**config.mk**
```make
export PLATFORM = sky130hd
export DESIGN_NAME = serial_adder_ctrl
export DESIGN_NICKNAME = d
export VERILOG_FILES = /design/src/rtl/serial_adder_ctrl.sv
export SDC_FILE = /design/constraint.sdc
export NUM_CORES = 1
export LEC_CHECK = 0
export BUFFER_PORTS_ARGS = -buffer_cell sky130_fd_sc_hd__buf_2
export CAP_MARGIN = 20
export CORE_ASPECT_RATIO = 1.25
export CORE_MARGIN = 1
export CORE_UTILIZATION = 58
export DETAILED_ROUTE_END_ITERATION = 16
export HOLD_SLACK_MARGIN = 0.08
export PLACE_DENSITY = 0.91
export SLEW_MARGIN = 10
export SYNTH_ARGS = -nofsm -noshare
export SYNTH_HDL_FRONTEND = slang
export SYNTH_SLANG_ARGS = --single-unit
```
**constraint.sdc**
```tcl
create_clock -name clk -period 2.5 [get_ports clk]
set_input_delay 0.5 -clock clk [delete_from_list [all_inputs] [get_ports clk]]
set_output_delay 0.5 -clock clk [all_outputs]
set_load 0.03 [all_outputs]
```
**src/rtl/serial_adder_ctrl.sv**
```systemverilog
// Bit-serial N-bit adder: one full-adder cell processes a single operand bit per clock, LSB first.
// The result appears on sum/overflow with a one-cycle done pulse.

module adder_1bit (
    input  logic a,
    input  logic b,
    input  logic ci,
    output logic s,
    output logic co
);
    assign s  = a ^ b ^ ci;
    assign co = (a & b) | (ci & (a ^ b));
endmodule

module serial_adder_ctrl #(
    parameter int NUM_BITS = 8
) (
    input  logic                clk,
    input  logic                n_rst,
    input  logic                start,
    input  logic [NUM_BITS-1:0] a,
    input  logic [NUM_BITS-1:0] b,
    input  logic                carry_in,
    output logic                busy,
    output logic                done,
    output logic [NUM_BITS-1:0] sum,
    output logic                overflow
);
    localparam int CW = $clog2(NUM_BITS);
    localparam logic [CW-1:0] LAST = CW'(NUM_BITS - 1);

    typedef enum logic [1:0] {IDLE, ADD, DONE} state_t;

    state_t              state, state_nxt;
    logic [NUM_BITS-1:0] a_sr, b_sr, res_sr, res_nxt;
    logic                c_reg;
    logic [CW-1:0]       count;
    logic                s_bit, co_bit;
    logic                last;

    adder_1bit u_cell (
        .a  (a_sr[0]),
        .b  (b_sr[0]),
        .ci (c_reg),
        .s  (s_bit),
        .co (co_bit)
    );

    assign last    = (count == LAST);
    assign res_nxt = {s_bit, res_sr[NUM_BITS-1:1]};
    assign busy    = (state != IDLE);
    assign done    = (state == DONE);

    always_comb begin
        state_nxt = state;
        case (state)
            IDLE:    if (start) state_nxt = ADD;
            ADD:     if (last)  state_nxt = DONE;
            DONE:    state_nxt = IDLE;
            default: state_nxt = IDLE;
        endcase
    end

    always_ff @(posedge clk) begin
        if (!n_rst) begin
            state    <= IDLE;
            a_sr     <= '0;
            b_sr     <= '0;
            res_sr   <= '0;
            c_reg    <= 1'b0;
            count    <= '0;
            sum      <= '0;
            overflow <= 1'b0;
        end else begin
            state <= state_nxt;
            case (state)
                IDLE: begin
                    assert (!$isunknown(start))
                        else $error("serial_adder_ctrl: start is X/Z");
                    if (start) begin
                        assert (!$isunknown({a, b, carry_in}))
                            else $error("serial_adder_ctrl: operand or carry_in is X/Z");
                        a_sr   <= a;
                        b_sr   <= b;
                        c_reg  <= carry_in;
                        count  <= '0;
                        res_sr <= '0;
                    end
                end
                ADD: begin
                    a_sr   <= a_sr >> 1;
                    b_sr   <= b_sr >> 1;
                    res_sr <= res_nxt;
                    c_reg  <= co_bit;
                    count  <= count + 1'b1;
                    // Final bit: capture the completed result straight from the shift path.
                    if (last) begin
                        sum      <= res_nxt;
                        overflow <= co_bit;
                    end
                end
                default: ;
            endcase
        end
    end
endmodule
```
Yosys cells after proc, flatten, opt, wreduce, memory -nomap -nowiden
Index checks and enable logic that the tools add are counted.
Widths: inputs -> output; s select.

operators by class
  add/subtract/negate cells = 1
  equality and inequality tests = 5
  mux-type cells = 13
  bitwise gates (word level) = 5
  reductions and logical operators = 6

operator list
  kind                 number
  $pmux 8 s2           3
  $mux 8               3
  $pmux 3 s2           1
  $reduce_and 2->1     3
  $mux 2               2
  $ne 2x2->1 const B   2
  $pmux 2 s2           1
  $reduce_bool 2->1    2
  $add 3x1->3 const B  1
  $eq 3x3->1 const B   1
  $mux 3               1
  $and 1x1->1          2
  $eq 2x1->1 const B   1
  $eq 2x2->1 const B   1
  $logic_not 2->1      1
  $pmux 1 s2           1
  $xor 1x1->1          2
  $mux 1               1
  $or 1x1->1           1

word-level totals
  bits in registers = 39
  input port bits = 20
  output and inout bits = 11
  word-level logic and storage cells = 38

Depth between registers and ports, before layout
Gate-level depths: netlist of the first run.

  depth in word-level cells = 4
  gate-level depth with buffers = 6
  mapped depth without buffers = 5

Hierarchy
From an unflattened synthesis of the first run, not the netlist that was laid out.

second synthesis, totals
  cells, all modules = 165
  area, all modules = 1,617.8 um^2

by module, submodules not included
  module             instances  cells an instance  area an instance (um^2)  seq. area each (um^2)
  serial_adder_ctrl  1          164                1,597.8                  760.7
  adder_1bit         1          1                  20.0                     0.0

Least setup slack after synthesis of the first run
Ideal clock, no wire load.

  path kind = input to register
  from = input port start
  to = register a_sr[0]
  library setup time = 0.117 ns
  arrival = 1.305 ns
  required time = 2.383 ns
  slack = 1.078 ns
  stages = 5
  buffers on the path = 2
  cell sequence = or3b_1 buf_6 buf_12 o221ai_2 nor2_1

between the ends
  word-level cells in the longest chain between the ends = 2

ends and longest elaborated chain
  what                               RTL line  source
  start, declared                    20        input logic start,
  $ne 2x2->1 (no source line)        n/a
  $reduce_and 2->1 (no source line)  n/a
  end signal, assigned               91        a_sr <= a_sr >> 1;
  end, declared                      35        logic [NUM_BITS-1:0] a_sr, b_sr, res_sr, res_nxt;

Every way passes these cells.
A chain may end at the register's enable or synchronous reset.

Worst setup path in the final report of the first run
  from = register state[0]
  to = output port busy

between the ends
  word-level cells in the longest chain between the ends = 1

ends and longest elaborated chain
  what                    RTL line  source
  start, declared         34        state_t state, state_nxt;
  start signal, assigned  75        state <= state_nxt;
  $reduce_bool 2->1       51        assign busy = (state != IDLE);
  end, declared           24        output logic busy,

Every way passes these cells.

==> results of run 1 <==
final timing paths:
check	to	slack, ns	startpoint	depth (start not counted)
hold / removal	a_sr[7]$_SDFFE_PN0P_	0.46	a[7]	3
hold reg to reg	sum[0]$_SDFFE_PN0P_	0.46	sum[0]$_SDFFE_PN0P_	2
setup / recovery	busy	0.79	state[0]$_SDFFE_PN0P_	2
setup reg to reg	sum[4]$_SDFFE_PN0P_	0.80	count[0]$_SDFFE_PN0P_	5
synthesized netlist by cell type (all sizes together):
| cell type | n | area [um^2] |
|---|---|---|
| dfxtp | 38 | 761 |
| nor2 | 30 | 113 |
| o221ai | 15 | 194 |
| nor2b | 13 | 81.3 |
| buf | 12 | 86.3 |
| a22oi | 11 | 82.6 |
| a21boi | 9 | 67.6 |
| nand2 | 9 | 33.8 |
| nand3 | 9 | 45.0 |
| clkbuf | 3 | 11.3 |
| ha | 2 | 25.0 |
| mux2i | 2 | 20.0 |
| nor3b | 2 | 15.0 |
| and2 | 1 | 6.26 |
| and3 | 1 | 6.26 |
| fa | 1 | 20.0 |
| inv | 1 | 3.75 |
| nand2b | 1 | 6.26 |
| nand3b | 1 | 7.51 |
| o21ba | 1 | 10.0 |
| o21bai | 1 | 7.51 |
| or2 | 1 | 6.26 |
| or3b | 1 | 8.76 |
kinds of logic after synthesis:
kind of cell | synth area share, %
AND/OR/NAND/NOR | 20.3
AO/OA/AOI/OAI | 22.4
flip-flops | 47.0
adder cells (fa/ha/maj) | 2.78
multiplexers | 1.24
buffers and inverters | 6.26
per-layer routing:
metal  wire, um  share of wire (%)  vias to the layer above  track usage (%)
met5          0                  0                        -                0
met1       1230                 40                      614             22.4
li1           -                  -                      626                -
met2       1720                 56                       27             43.2
met4         25               0.81                        0             6.72
met3        118                3.8                        4             6.91
report_power, final:
part | switching [mW] | internal (mW) | total, mW
Clock | 0.179 | 0.127 | 0.306
Sequential | 0.0218 | 0.633 | 0.655
Combinational | 0.0717 | 0.0563 | 0.128
critical path, cell delays in order (launching register included):
cell and delay, ns:
dfxtp_1 0.41, or2_2 0.30, buf_2 0.18
stage by stage:
step,worst slack [ns],hold WS (ns),total power [mW],std cells,area [um^2]
floorplan,1.08,0.441,0.768,165,1620
detailed placement,0.676,0.448,0.798,216,1730
CTS,0.774,0.451,1.10,222,1780
global placement,0.760,0.440,0.786,216,1730
finish,0.787,0.456,1.09,222,1780
global route,0.658,0.457,1.13,222,1780
area by class of cell:
class | instances | area (um^2)
multi-input combinational | 111 | 756
sequential | 38 | 761
tap | 34 | 42.5
fill | 233 | 875
timing repair buffer | 32 | 165
clock buffer | 6 | 51.3
inverter | 1 | 3.75
==> impl_metrics.toml, run 1 <==
[synthesis]
synth_seq_cells = 38
ys_warn_count = 0
syn_inst = 165
ys_seq_area_share_pct = 47.0
synth_area_um2 = 1620
synth_area_per_cell_um2 = 9.80
synth_cell_types = 28
syn_nets = 188

[drt]
vias = 1271
drc = 0
drt-total-wl_mm = 3.09
routed_via_density = 5.73
drt_first_pass_iters = 4
drt_iter0_markers = 27
wl_per_cell_um = 13.9
antenna_left = 0

[clocking]
cts-hold-fix-buffers = 0
numCtsBuffers = 5
clock_tree.buffer_depth = 2
cts_setup_buffers = 0
cts.sink_count = 38
clockRootBuffer = "clkbuf_4"
htree_levels = 2
path_clk_slew_ns = 0.10
cts_resized = 0
insertion_delay_ns = 0.33
cts_tree = "built"

[worst_setup_path]
cp.arrival_ns = 1.21
endpoint_kind = "primary output"
critical_path_required_ns = 2.00
critPathKind = "reg -> out"
worst-path-max-fanout = 10
critPathLaunchType = "flip-flop"

[run_status]
outcome = "finished clean"

[die]
io_pins = 31
initial_core_util_pct = 61.0
dieHeight_um = 61.1
num_rows = 21
die_width_um = 49.2
die_area_um2 = 3010
fp.coreArea_um2 = 2650

[job]
drv_cap = 0

[cells_and_area]
diodes = 0
final_common_cell = "dfxtp_1"
post-route-util_pct = 67.0
areaGrowthSynthToFinish_pct = 9.98
nets = 212
final_cell_mix = "38 x dfxtp_1, 30 x nor2_1, 30 x buf_2"
top_regs = "a_sr x8, b_sr x8, sum x8"
layout-drive-gt1-share_pct = 26.6

[grt]
grt_pass1_vias = 1195
grt_overflow = 0
grt_pass1_wl_mm = 4.96
grt_max_degree = 39
grt_antenna_before_repair = 0
grt_usage_pct = 22.0

[placement]
dp_hpwl_mm = 2.20
gp_congestion = 0.731
port-buffer-count = 30

[pwr]
powerDensity_nw_per_um2 = 612
vdd_drop_max_mv = 0.457
leakagePower_nw = 0.702

[sta]
skew_ns = 0.00624
rsz0062_at_grt = "false"
finalCritPeriodShare_pct = 68.5
setup_viol = 0
finalHoldViolCount = 0
relSlewSlack_pct = 44.4
period_minus_slack_ns = 1.71
fmax_mhz = 584
slew_viol_final = 0
tns_ns = 0
worst_pin_slew_ns = 0.833

[min_path]
hold_class = "in -> reg"
(Power assumes the default switching activity.)
==> run 2: changes to the inputs <==
--- a/config.mk
+++ b/config.mk
@@ -9,10 +9,10 @@
 export CAP_MARGIN = 20
 export CORE_ASPECT_RATIO = 1.25
 export CORE_MARGIN = 1
-export CORE_UTILIZATION = 58
+export CORE_UTILIZATION = 48
 export DETAILED_ROUTE_END_ITERATION = 16
 export HOLD_SLACK_MARGIN = 0.08
-export PLACE_DENSITY = 0.91
+export PLACE_DENSITY = 0.82
 export SLEW_MARGIN = 10
 export SYNTH_ARGS = -nofsm -noshare
 export SYNTH_HDL_FRONTEND = slang
==> constraint.sdc (replaced) <==
create_clock -name clk -period 1.5 [get_ports clk]
set_input_delay 0.3 -clock clk [delete_from_list [all_inputs] [get_ports clk]]
set_output_delay 0.3 -clock clk [all_outputs]
set_load 0.03 [all_outputs]
==> run 2 against run 1 <==
  * Sequential power grew 66%
  * Non-clock buffer count grew 7
  * Critical path depth grew 1
  * Hold slack lost 0.18 ns
  * Wire length shrank 3.9%
  * Setup slack lost 0.73 ns
  * Count of clock-buffer cells in the layout grew 1
  * Die area grew 20%
  * Combinational power grew 86%
  * Design area grew 7.1%
  * Via count is the same
  * Critical endpoint unchanged
  * Largest cell class unchanged
==> impl_metrics.toml, run 2 (synthesis results as in run 1) <==
[run_status]
outcome = "finished clean"

[drt]
routed_via_density = 5.43
vias = 1271
drc = 0
wl_per_cell_um = 12.7
drt_iter0_markers = 25
antenna_left = 0
drt_first_pass_iters = 4
drt-total-wl_mm = 2.97

[sta]
hold_slack_ns = 0.281
rsz0062_at_grt = "false"
relSlewSlack_pct = 67.4
timing.final.ws_setup_ns = 0.0596
finalCritPeriodShare_pct = 96.0
slew_viol_final = 0
skew_ns = 0.00526
finalHoldViolCount = 0
worst_pin_slew_ns = 0.489
fmax_mhz = 694
tns_ns = 0
period_minus_slack_ns = 1.44
setup_viol = 0

[die]
die_area_um2 = 3610
io_pins = 31
initial_core_util_pct = 50.2
dieHeight_um = 66.9
die_width_um = 53.9
fp.coreArea_um2 = 3220
num_rows = 23

[cells_and_area]
final_area_um2 = 1910
top_regs = "a_sr x8, b_sr x8, sum x8"
layout-drive-gt1-share_pct = 31.0
final_common_cell = "dfxtp_1"
areaGrowthSynthToFinish_pct = 17.8
final_cell_mix = "36 x dfxtp_1, 30 x nor2_1, 29 x buf_2"
instances_no_fill = 234
post-route-util_pct = 59.1
nets = 219
diodes = 0

[worst_setup_path]
crit_chain = "buf_4, or2_4, buf_6"
slowest_stage = "dfxtp_4"
worst-path-max-fanout = 5
critical_path_required_ns = 1.20
rr_worst_depth = 4
reg2reg_from = "state[1]$_SDFFE_PN0P_"
max_stage_delay_ns = 0.36
critPathKind = "reg -> out"
cp.arrival_ns = 1.14
r2r-end = "b_sr[0]$_SDFFE_PN0P_"
r2r_slack_ns = 0.16
critPathLaunchType = "flip-flop"
endpoint_kind = "primary output"

[clocking]
clockRootBuffer = "clkbuf_8"
numCtsBuffers = 5
path_clk_slew_ns = 0.07
cts.sink_count = 38
insertion_delay_ns = 0.29
htree_levels = 2
cts_setup_buffers = 0
cts_tree = "built"
cts_resized = 4
clock_tree.buffer_depth = 2
cts-hold-fix-buffers = 0

[grt]
grt_pass1_vias = 1135
grt_usage_pct = 19.1
grt_pass1_wl_mm = 4.91
grt_overflow = 0
grt_max_degree = 20
grt_antenna_before_repair = 0

[placement]
port-buffer-count = 30
gp_congestion = 0.747
dpl-instance-area_um2 = 1800
placedCellCount = 227
post-place-ws_ns = 0.0212
dp_hpwl_mm = 2.10

[min_path]
hold_class = "in -> reg"
min_to = "a_sr[7]$_SDFFE_PN0P_"
hold_depth = 3
min_from = "a[7]"

[pwr]
powerDensity_nw_per_um2 = 1070
leakagePower_nw = 0.766
vdd_drop_max_mv = 0.801
power_mw = 2.03

[job]
drv_cap = 0
run 2: worst max-delay path by stage:
| stage | from | endpoint | slack [ns] | cells past startpoint |
|---|---|---|---|---|
| after floorplan | state[0]$_SDFFE_PN0P_ | a_sr[0]$_SDFFE_PN0P_ | 0.16 | 6 |
| after global placement | start | a_sr[7]$_SDFFE_PN0P_ | 0.04 | 4 |
| after detailed placement | start | b_sr[7]$_SDFFE_PN0P_ | 0.02 | 4 |
| after CTS | state[0]$_SDFFE_PN0P_ | busy | 0.01 | 3 |
| after global routing | count[0]$_SDFFE_PN0P_ | overflow$_SDFFE_PN0P_ | 0.02 | 5 |
| final | state[0]$_SDFFE_PN0P_ | busy | 0.06 | 3 |
run 2: worst max-delay path: cells and delay by family, from the launching register on:
kind	cells	cell delay [ns]
buf+inv	2	0.27
flops	1	0.36
simple gates	1	0.22
run 2: final cells by class:
cell class | instances | area, um^2
repair buffers | 39 | 236
flip-flops and latches | 38 | 766
clock buffers | 7 | 86.3
clock inverters | 1 | 5.00
multi-input cells | 111 | 762
fillers | 298 | 1320
inverters | 1 | 3.75
well taps | 37 | 46.3
run 2: metal layers:
| layer | share of wire, % | GRT usage [%] | vias to the layer above |
|---|---|---|---|
| li1 | - | - | 642 |
| met1 | 44 | 22.1 | 594 |
| met2 | 50 | 31.3 | 27 |
| met3 | 3.9 | 5.02 | 8 |
| met4 | 2.1 | 9.87 | 0 |
| met5 | 0 | 0 | - |
run 2: power by group:
group	internal, mW	switching (mW)
sequential	1.06	0.0318
combinational	0.115	0.124
clock	0.370	0.338
